[src/rtl/mdio_pkg.sv]
// Shared constants, state type and frame builder for the Clause-22 MDIO master.
package mdio_pkg;

  localparam logic [1:0] MDIO_ST         = 2'b01;
  localparam logic [1:0] MDIO_OP_RD      = 2'b10;
  localparam logic [1:0] MDIO_OP_WR      = 2'b01;
  localparam int         MDIO_FRAME_BITS = 32;
  localparam int         MDIO_TA_BIT     = 15;

  typedef enum logic [1:0] {IDLE, PRE, FRAME, DONE} mdio_state_t;

  // Read frames carry don't-care TA/data bits; the master releases the bus for them.
  function automatic logic [31:0] mdio_frame(input logic write, input logic [4:0] phy,
                                             input logic [4:0] regad, input logic [15:0] wdat);
    return {MDIO_ST, (write ? MDIO_OP_WR : MDIO_OP_RD), phy, regad, 2'b10,
            (write ? wdat : 16'h0000)};
  endfunction

endpackage

[src/rtl/mdio_clk_div.sv]
// MDC generator: low for CLK_DIV cycles, then high for CLK_DIV cycles, with phase strobes.
module mdio_clk_div #(
  parameter int CLK_DIV = 20
) (
  input  logic clk,
  input  logic rstn,
  input  logic clr,
  output logic mdc,
  output logic fall_stb,
  output logic samp_stb,
  output logic bit_end
);

  localparam int            CW   = $clog2(CLK_DIV);
  localparam logic [CW-1:0] LAST = CW'(CLK_DIV - 1);

  logic [CW-1:0] cnt;

  always_ff @(posedge clk or negedge rstn) begin
    if (!rstn) begin
      cnt <= '0;
      mdc <= 1'b0;
    end else if (clr) begin
      cnt <= '0;
      mdc <= 1'b0;
    end else if (cnt == LAST) begin
      cnt <= '0;
      mdc <= ~mdc;
    end else begin
      cnt <= cnt + CW'(1);
    end
  end

  // Strobes are suppressed while cleared so the idle/done cycles never look like a bit.
  assign fall_stb = !clr && !mdc && (cnt == '0);
  assign samp_stb = !clr && !mdc && (cnt == LAST);
  assign bit_end  = !clr &&  mdc && (cnt == LAST);

endmodule

[src/rtl/mdio_master.sv]
// Clause-22 MDIO master: one register read or write per request, preamble + 32-bit frame.
module mdio_master
  import mdio_pkg::*;
#(
  parameter int CLK_DIV      = 20,
  parameter int PREAMBLE_LEN = 32
) (
  input  logic        clk,
  input  logic        rstn,
  input  logic        req_vld,
  output logic        req_rdy,
  input  logic        req_write,
  input  logic [4:0]  req_phy,
  input  logic [4:0]  req_reg,
  input  logic [15:0] req_wdat,
  output logic        rsp_vld,
  output logic [15:0] rsp_dat,
  output logic        rsp_err,
  output logic        mdc,
  output logic        mdio_o,
  output logic        mdio_oe,
  input  logic        mdio_i
);

  localparam logic [4:0] PRE_LAST    = 5'(PREAMBLE_LEN > 0 ? PREAMBLE_LEN - 1 : 0);
  localparam logic [4:0] FRAME_LAST  = 5'(MDIO_FRAME_BITS - 1);
  localparam logic [4:0] TA_SAMPLE   = 5'(MDIO_TA_BIT);
  localparam logic [4:0] RD_OE_LAST  = 5'(MDIO_TA_BIT - 3);

  mdio_state_t state;
  logic [4:0]  bit_cnt;
  logic [31:0] sreg;
  logic [15:0] rdat;
  logic        is_write;
  logic        ta_err;
  logic        fall_stb;
  logic        samp_stb;
  logic        bit_end;

  mdio_clk_div #(.CLK_DIV(CLK_DIV)) u_clk_div (
    .clk      (clk),
    .rstn     (rstn),
    .clr      ((state == IDLE) || (state == DONE)),
    .mdc      (mdc),
    .fall_stb (fall_stb),
    .samp_stb (samp_stb),
    .bit_end  (bit_end)
  );

  // sreg[31] always holds the next frame bit; it advances at the fall that starts driving the current one.
  always_ff @(posedge clk or negedge rstn) begin
    if (!rstn) begin
      state    <= IDLE;
      bit_cnt  <= '0;
      sreg     <= '0;
      rdat     <= '0;
      is_write <= 1'b0;
      ta_err   <= 1'b0;
      req_rdy  <= 1'b1;
      rsp_vld  <= 1'b0;
      rsp_dat  <= '0;
      rsp_err  <= 1'b0;
      mdio_o   <= 1'b1;
      mdio_oe  <= 1'b0;
    end else begin
      rsp_vld <= 1'b0;
      case (state)
        IDLE: begin
          if (req_vld) begin
            req_rdy  <= 1'b0;
            is_write <= req_write;
            sreg     <= mdio_frame(req_write, req_phy, req_reg, req_wdat);
            bit_cnt  <= '0;
            rdat     <= '0;
            ta_err   <= 1'b0;
            mdio_oe  <= 1'b1;
            if (PREAMBLE_LEN == 0) begin
              state  <= FRAME;
              mdio_o <= MDIO_ST[1];
            end else begin
              state  <= PRE;
              mdio_o <= 1'b1;
            end
          end
        end
        PRE: begin
          if (bit_end) begin
            if (bit_cnt == PRE_LAST) begin
              state   <= FRAME;
              bit_cnt <= '0;
              mdio_o  <= sreg[31];
            end else begin
              bit_cnt <= bit_cnt + 5'd1;
            end
          end
        end
        FRAME: begin
          if (fall_stb) sreg <= {sreg[30:0], 1'b1};
          if (samp_stb && !is_write) begin
            if (bit_cnt == TA_SAMPLE) ta_err <= mdio_i;
            else if (bit_cnt > TA_SAMPLE) rdat <= {rdat[14:0], mdio_i};
          end
          if (bit_end) begin
            if (bit_cnt == FRAME_LAST) begin
              state   <= DONE;
              rsp_vld <= 1'b1;
              rsp_dat <= is_write ? 16'h0000 : rdat;
              rsp_err <= is_write ? 1'b0 : ta_err;
              mdio_o  <= 1'b1;
              mdio_oe <= 1'b0;
            end else begin
              bit_cnt <= bit_cnt + 5'd1;
              mdio_o  <= sreg[31];
              mdio_oe <= is_write || (bit_cnt <= RD_OE_LAST);
            end
          end
        end
        DONE: begin
          state   <= IDLE;
          req_rdy <= 1'b1;
        end
        default: state <= IDLE;
      endcase
    end
  end

endmodule
[config.mk]
export PLATFORM = sky130hd
export DESIGN_NAME = mdio_master
export DESIGN_NICKNAME = d
export VERILOG_FILES = /design/src/rtl/mdio_pkg.sv /design/src/rtl/mdio_clk_div.sv /design/src/rtl/mdio_master.sv
export SDC_FILE = /design/constraint.sdc
export NUM_CORES = 1
export LEC_CHECK = 0
export CAP_MARGIN = 5
export CORE_ASPECT_RATIO = 1.75
export CORE_MARGIN = 3
export CORE_UTILIZATION = 25
export CTS_BUF_LIST = sky130_fd_sc_hd__clkbuf_8
export CTS_CLUSTER_DIAMETER = 200
export DETAILED_ROUTE_END_ITERATION = 8
export PLACE_DENSITY = 0.47
export SLEW_MARGIN = 10
export SYNTH_ARGS = -nofsm -noshare
export SYNTH_HDL_FRONTEND = slang
export SYNTH_SLANG_ARGS = --single-unit
[constraint.sdc]
create_clock -name clk -period 2.6 [get_ports clk]
set_input_delay 0.26 -clock clk [delete_from_list [all_inputs] [get_ports clk]]
set_output_delay 0.26 -clock clk [all_outputs]
set_load 0.01 [all_outputs]
## Word-level counts from Yosys, hierarchy flattened

Cells that the tools add are included.

- Logic and storage cells: 108
- Bits of input ports: 31
- Register bits after elaboration: 84

- Reductions and logical operators: 27
- Bitwise gates (word level): 1
- Eq/ne operators: 17
- Add/subtract/negate cells: 2
- Multiplexer cells: 45
- $lt $le $gt $ge: 2

Operator list:

| cell | number |
|---|---|
| 16-bit two-way mux | 6 |
| 32-bit two-way mux | 2 |
| 32-bit one-hot mux with 2 select lines | 1 |
| 5-bit two-way mux | 7 |
| 16-bit one-hot mux with 2 select lines | 1 |
| 2-bit != test (second input constant) | 11 |
| 5-bit AND reduction | 4 |
| 1-bit two-way mux | 16 |
| 5-bit one-hot mux with 3 select lines | 1 |
| 2-bit two-way mux | 6 |
| 5-bit by 1-bit adder with 5-bit output (second input constant) | 2 |
| 5-bit equality test (second input constant) | 2 |
| 3-bit AND reduction | 3 |
| 2-bit one-hot mux with 4 select lines | 1 |
| 1-bit logical AND | 6 |
| 1-bit one-hot mux with 2 select lines | 3 |
| 2-bit nonzero test | 3 |
| 5-bit by 4-bit equality test with 1-bit output (second input constant) | 1 |
| 5-bit by 4-bit > comparator with 1-bit output (second input constant) | 1 |
| 5-bit by 4-bit less-or-equal comparator with 1-bit output (second input constant) | 1 |
| 5-bit zero test | 1 |
| 2-bit equality test (second input constant) | 2 |
| 2-bit AND reduction | 2 |
| 4-bit AND reduction | 1 |
| 7 further kinds | 10 |

## Longest topological paths before layout

- Word-level depth: 8
- Mapped depth: 10
- Depth with buffers taken out: 8

## Modules after synthesis

From an unflattened synthesis, not the netlist that was laid out.

- Cell total of the unflattened synthesis: 412
- Area total of the unflattened synthesis: 4007.6 um^2

By module, submodules not included:

| module | area an instance (um^2) | times used | sequential area each (um^2) | cells an instance |
|---|---|---|---|---|
| mdio_master | 3674.8 | 1 | 1954.4 | 377 |
| mdio_clk_div | 332.8 | 1 | 150.1 | 35 |

## Worst setup path before layout

No wires, ideal clock.

- Path kind: flip-flop to flip-flop
- Start point: register bit_cnt[0]
- End point: register bit_cnt[2]
- Arrival time: 1809 ps
- Stages on the path, launching flop included: 7
- Data required time: 2490 ps
- Slack: 681 ps
- Cells stage by stage: dfrtp_1 -> ha_1 -> and3_1 -> ha_1 -> o31ai_2 -> nand3_2 -> o41ai_1

- Cells in the longest elaborated chain, start to end: 4
- Elaborated cells between the ends (all ways): 9

Ends and longest elaborated chain:

| element | line | source |
|---|---|---|
| start: declaration | mdio_master.sv:31 | `logic [4:0] bit_cnt;` |
| start signal: assignment | mdio_master.sv:93 | `bit_cnt <= bit_cnt + 5'd1;` |
| start signal: assignment | mdio_master.sv:112 | `bit_cnt <= bit_cnt + 5'd1;` |
| 5-bit by 1-bit adder with 5-bit output or 5-bit equality test (tied branches) | - |  |
| 5-bit two-way mux (on tied branches) | mdio_master.sv:104, mdio_master.sv:88 |  |
| 5-bit two-way mux (on tied branches) | mdio_master.sv:103, mdio_master.sv:87 |  |
| 5-bit one-hot mux with 3 select lines | mdio_master.sv:67 | `case (state)` |

Parallel ways exist; a longest one is shown, timed or not. The select of a mux whose other input is x is not followed.
A chain may end at the register's enable or synchronous reset.

## Worst setup path after layout

Ends and elaborated chain as after synthesis.

==> run_results.csv <==
group,metric,value,unit
route,routed_wl,8.20,mm
timing,rsz0062_at_grt,"no",
route,ant_nets,0,
worst_setup_path,worst_setup_path_end_kind,"flop",
timing,clock.fmax,452,MHz
timing,clock_skew,0.0134,ns
die,fp.dieW,100,um
cts,ctsLongestPathBuffers,2,
worst_setup_path,critPathLaunch,"bit_cnt[0]$_DFFE_PN0P_",
job,drv_cap,0,
die,row_count,59,
cts,htreeDepth,3,
timing,period_needed,2.21,ns
synth,syn-num-nets,421,
cts,clock-sinks,84,
timing,setup_viol,0,
route,first_pass_iters,4,
timing,hold_viol_final,0,
synth,async_reset_ff_share,100,%
cts,hold_buffers,1,
synth,avgSynthCellArea,10.2,sq um
global_routing,antenna_found_initial,0,
synth,yosys_warnings,0,
synth,ys_seq_area_share,54.2,%
pwr,ir_worst_vdd,470,uV
cts,numCtsBuffers,9,
placed_design,port_buffers,52,
worst_setup_path,cp_cell_sequence,"ha_1 > and3_1 > ha_1 > o31ai_2 > nand3_2 > o41ai_1",
worst_setup_path,worst-path-max-fanout,9,
timing,fin_hold_ws,0.459,ns
worst_setup_path,r2r_start,"bit_cnt[0]$_DFFE_PN0P_",
status,status,"finished clean",
timing,fin_setup_tns,0,ns
synth,synth_cell_types,49,
cells_and_area,area_growth,22.6,%
route,num_vias,2909,
die,dieHeight,171,um
cts,cts_tree,"yes",
global_routing,grt_use_total,10.2,%
hold_path,hold_class,"in2async",
die,core,0.0151,sq mm
placed_design,dp_hpwl,5.74,mm
synth,ys_ff_latch,84,
die,io_pins,53,
worst_setup_path,cp_slowest_cell,"dfrtp_1",
placed_design,gp_congestion,0.768,
worst_setup_path,crit_required,2.84,ns
route,drt_iter0_drc,94,
cells_and_area,nNetsFinal,470,
timing,drv_slew,0,
route,drc,0,
synth,synth_edf_count,0,
timing,slew_headroom,58.6,%
timing,finalCritPeriodShare,85.2,%
cts,ctsResizeCount,0,
cts,insertion_delay,0.35,ns
global_routing,grt_pass1_vias,2944,
die,initial_core_util,25.8,%
cts,cts_setup_buffers,0,
cts,cts-root-buf,"clkbuf_8",
cells_and_area,layout-drive-gt1-share,10.4,%
die,die-area,0.0171,sq mm
worst_setup_path,worst_path_most_repeated_cell,"ha_1",
worst_setup_path,cp_data_arrival_time,2.46,ns
worst_setup_path,slowest_delay,0.45,ns
pwr,static-leakage-power,2.00,nW
synth,ys.flop_type,"dfrtp_1",
cells_and_area,fillerInstances,1595,
timing,tightest_slew,0.622,ns
route,wire_per_inst,13.3,um
worst_setup_path,worst-setup-path-type,"reg2reg",
cells_and_area,num_antenna_cells,0,
cts,clkTransAtPathRegs,0.09,ns
global_routing,grt_max_degree,65,
global_routing,grt-ovfl-total,0,
cells_and_area,final_core_util,31.6,%
global_routing,grt_pass1_wl,14.0,mm
pwr,p_per_area,965,mW/mm^2
synth,synth_cells,380,
pwr,power,4.60,mW
route,viasPerCell,4.71,
synth,syn_area,0.00388,sq mm
worst_setup_path,crit_path_start_kind,"flop",
==> cells by family after synthesis <==
family / after synthesis / synth area share [%]
XOR/XNOR: 2 / 0.451
adder cells (fa/ha/maj): 10 / 3.22
flip-flops: 84 / 54.2
multiplexers: 14 / 3.67
buffers and inverters: 43 / 5.44
AO/OA/AOI/OAI: 112 / 18.8
AND/OR/NAND/NOR: 115 / 14.2
==> final timing paths <==
| check | end | cells after the start | slack [ns] |
|---|---|---|---|
| max in group asynchronous | mdio_o$_DFFE_PN1P_ | 3 | 1.43 |
| min in group clk | rsp_dat[7]$_DFFE_PN0P_ | 2 | 0.48 |
| worst max-delay path | bit_cnt[2]$_DFFE_PN0P_ | 6 | 0.39 |
| worst max register to register | bit_cnt[2]$_DFFE_PN0P_ | 6 | 0.39 |
| worst min register to register | rsp_dat[7]$_DFFE_PN0P_ | 2 | 0.48 |
| worst min-delay path | rsp_dat[5]$_DFFE_PN0P_ | 2 | 0.46 |
==> layout make-up <==
class                           instances  area, sq um  area share (%)
Timing Repair Buffer                   61          613            12.9
Clock buffer                           10          138            2.89
Sequential cell                        84         2100            44.2
Inverter                               20         75.1            1.58
Multi-Input combinational cell        253         1570            33.0
Clock inverter                          6         32.5           0.683
Tap cell                              183          229            4.81
==> synthesized netlist by cell type (all sizes together), types with 8 or more instances <==
cell	instances	area share [%]
ha	10	3.2
clkbuf	9	1.1
mux2i	12	3.1
nor2	42	4.1
inv	20	1.9
a22o	17	4.2
a22oi	15	2.9
nand2b	17	2.7
dfrtp	82	53
buf	14	2.4
nand3	8	1.2
o21ai	26	3.4
a21oi	35	4.5
nand2	29	2.8
==> where the power goes <==
| part | switching, mW | internal (mW) | total, mW | leakage [nW] |
|---|---|---|---|---|
| clock network | 0.469 | 0.363 | 0.832 | 0.0907 |
| registers | 0.239 | 1.67 | 1.91 | 1.07 |
| logic | 1.08 | 0.774 | 1.86 | 0.841 |
==> sequential cells by signal, indices dropped and copies added, names as in the netlist, 2 cells and up <==
signal / flops
bit_cnt: 5
rdat: 16
rsp_dat: 16
sreg: 32
state: 2
u_clk_div.cnt: 5
==> placed cells by master (no fill, tap or decap), types with 5 or more instances in the layout <==
cell / n
clkbuf_8: 10
a21oi_1: 35
a22o_1: 7
nand2b_1: 17
and3_1: 5
a22oi_1: 15
dfrtp_1: 82
a22o_2: 10
nand2_1: 29
buf_4: 7
o21ai_0: 24
nand3_1: 7
ha_1: 9
inv_1: 22
mux2i_1: 12
clkdlybuf4s50_1: 51
nor2_1: 42
==> critical path, delay by kind of cell, from the launching register on <==
kind            cells  cell delay (ns)
fa+ha+maj           2             0.54
compound gates      2             0.72
flops               1             0.45
simple gates        2             0.40
==> per-layer routing <==
layer	global-route usage, %	vias up	wire length, um
met2	17.1	74	4090
met3	3.06	6	503
met4	3.58	0	96
met5	0	-	0
li1	-	1420	-
met1	12.3	1409	3510
==> per-stage QoR <==
step / std cells / setup WS, ns / area [sq um]
6_report: 617 / 0.385 / 4760
5_1_grt: 617 / 0.229 / 4760
4_1_cts: 617 / 0.365 / 4760
3_5_place_dp: 600 / 0.422 / 4580
3_3_place_gp: 600 / 0.463 / 4580
2_1_floorplan: 380 / 0.681 / 3880
No activity file was read; power rests on OpenSTA's default activity.
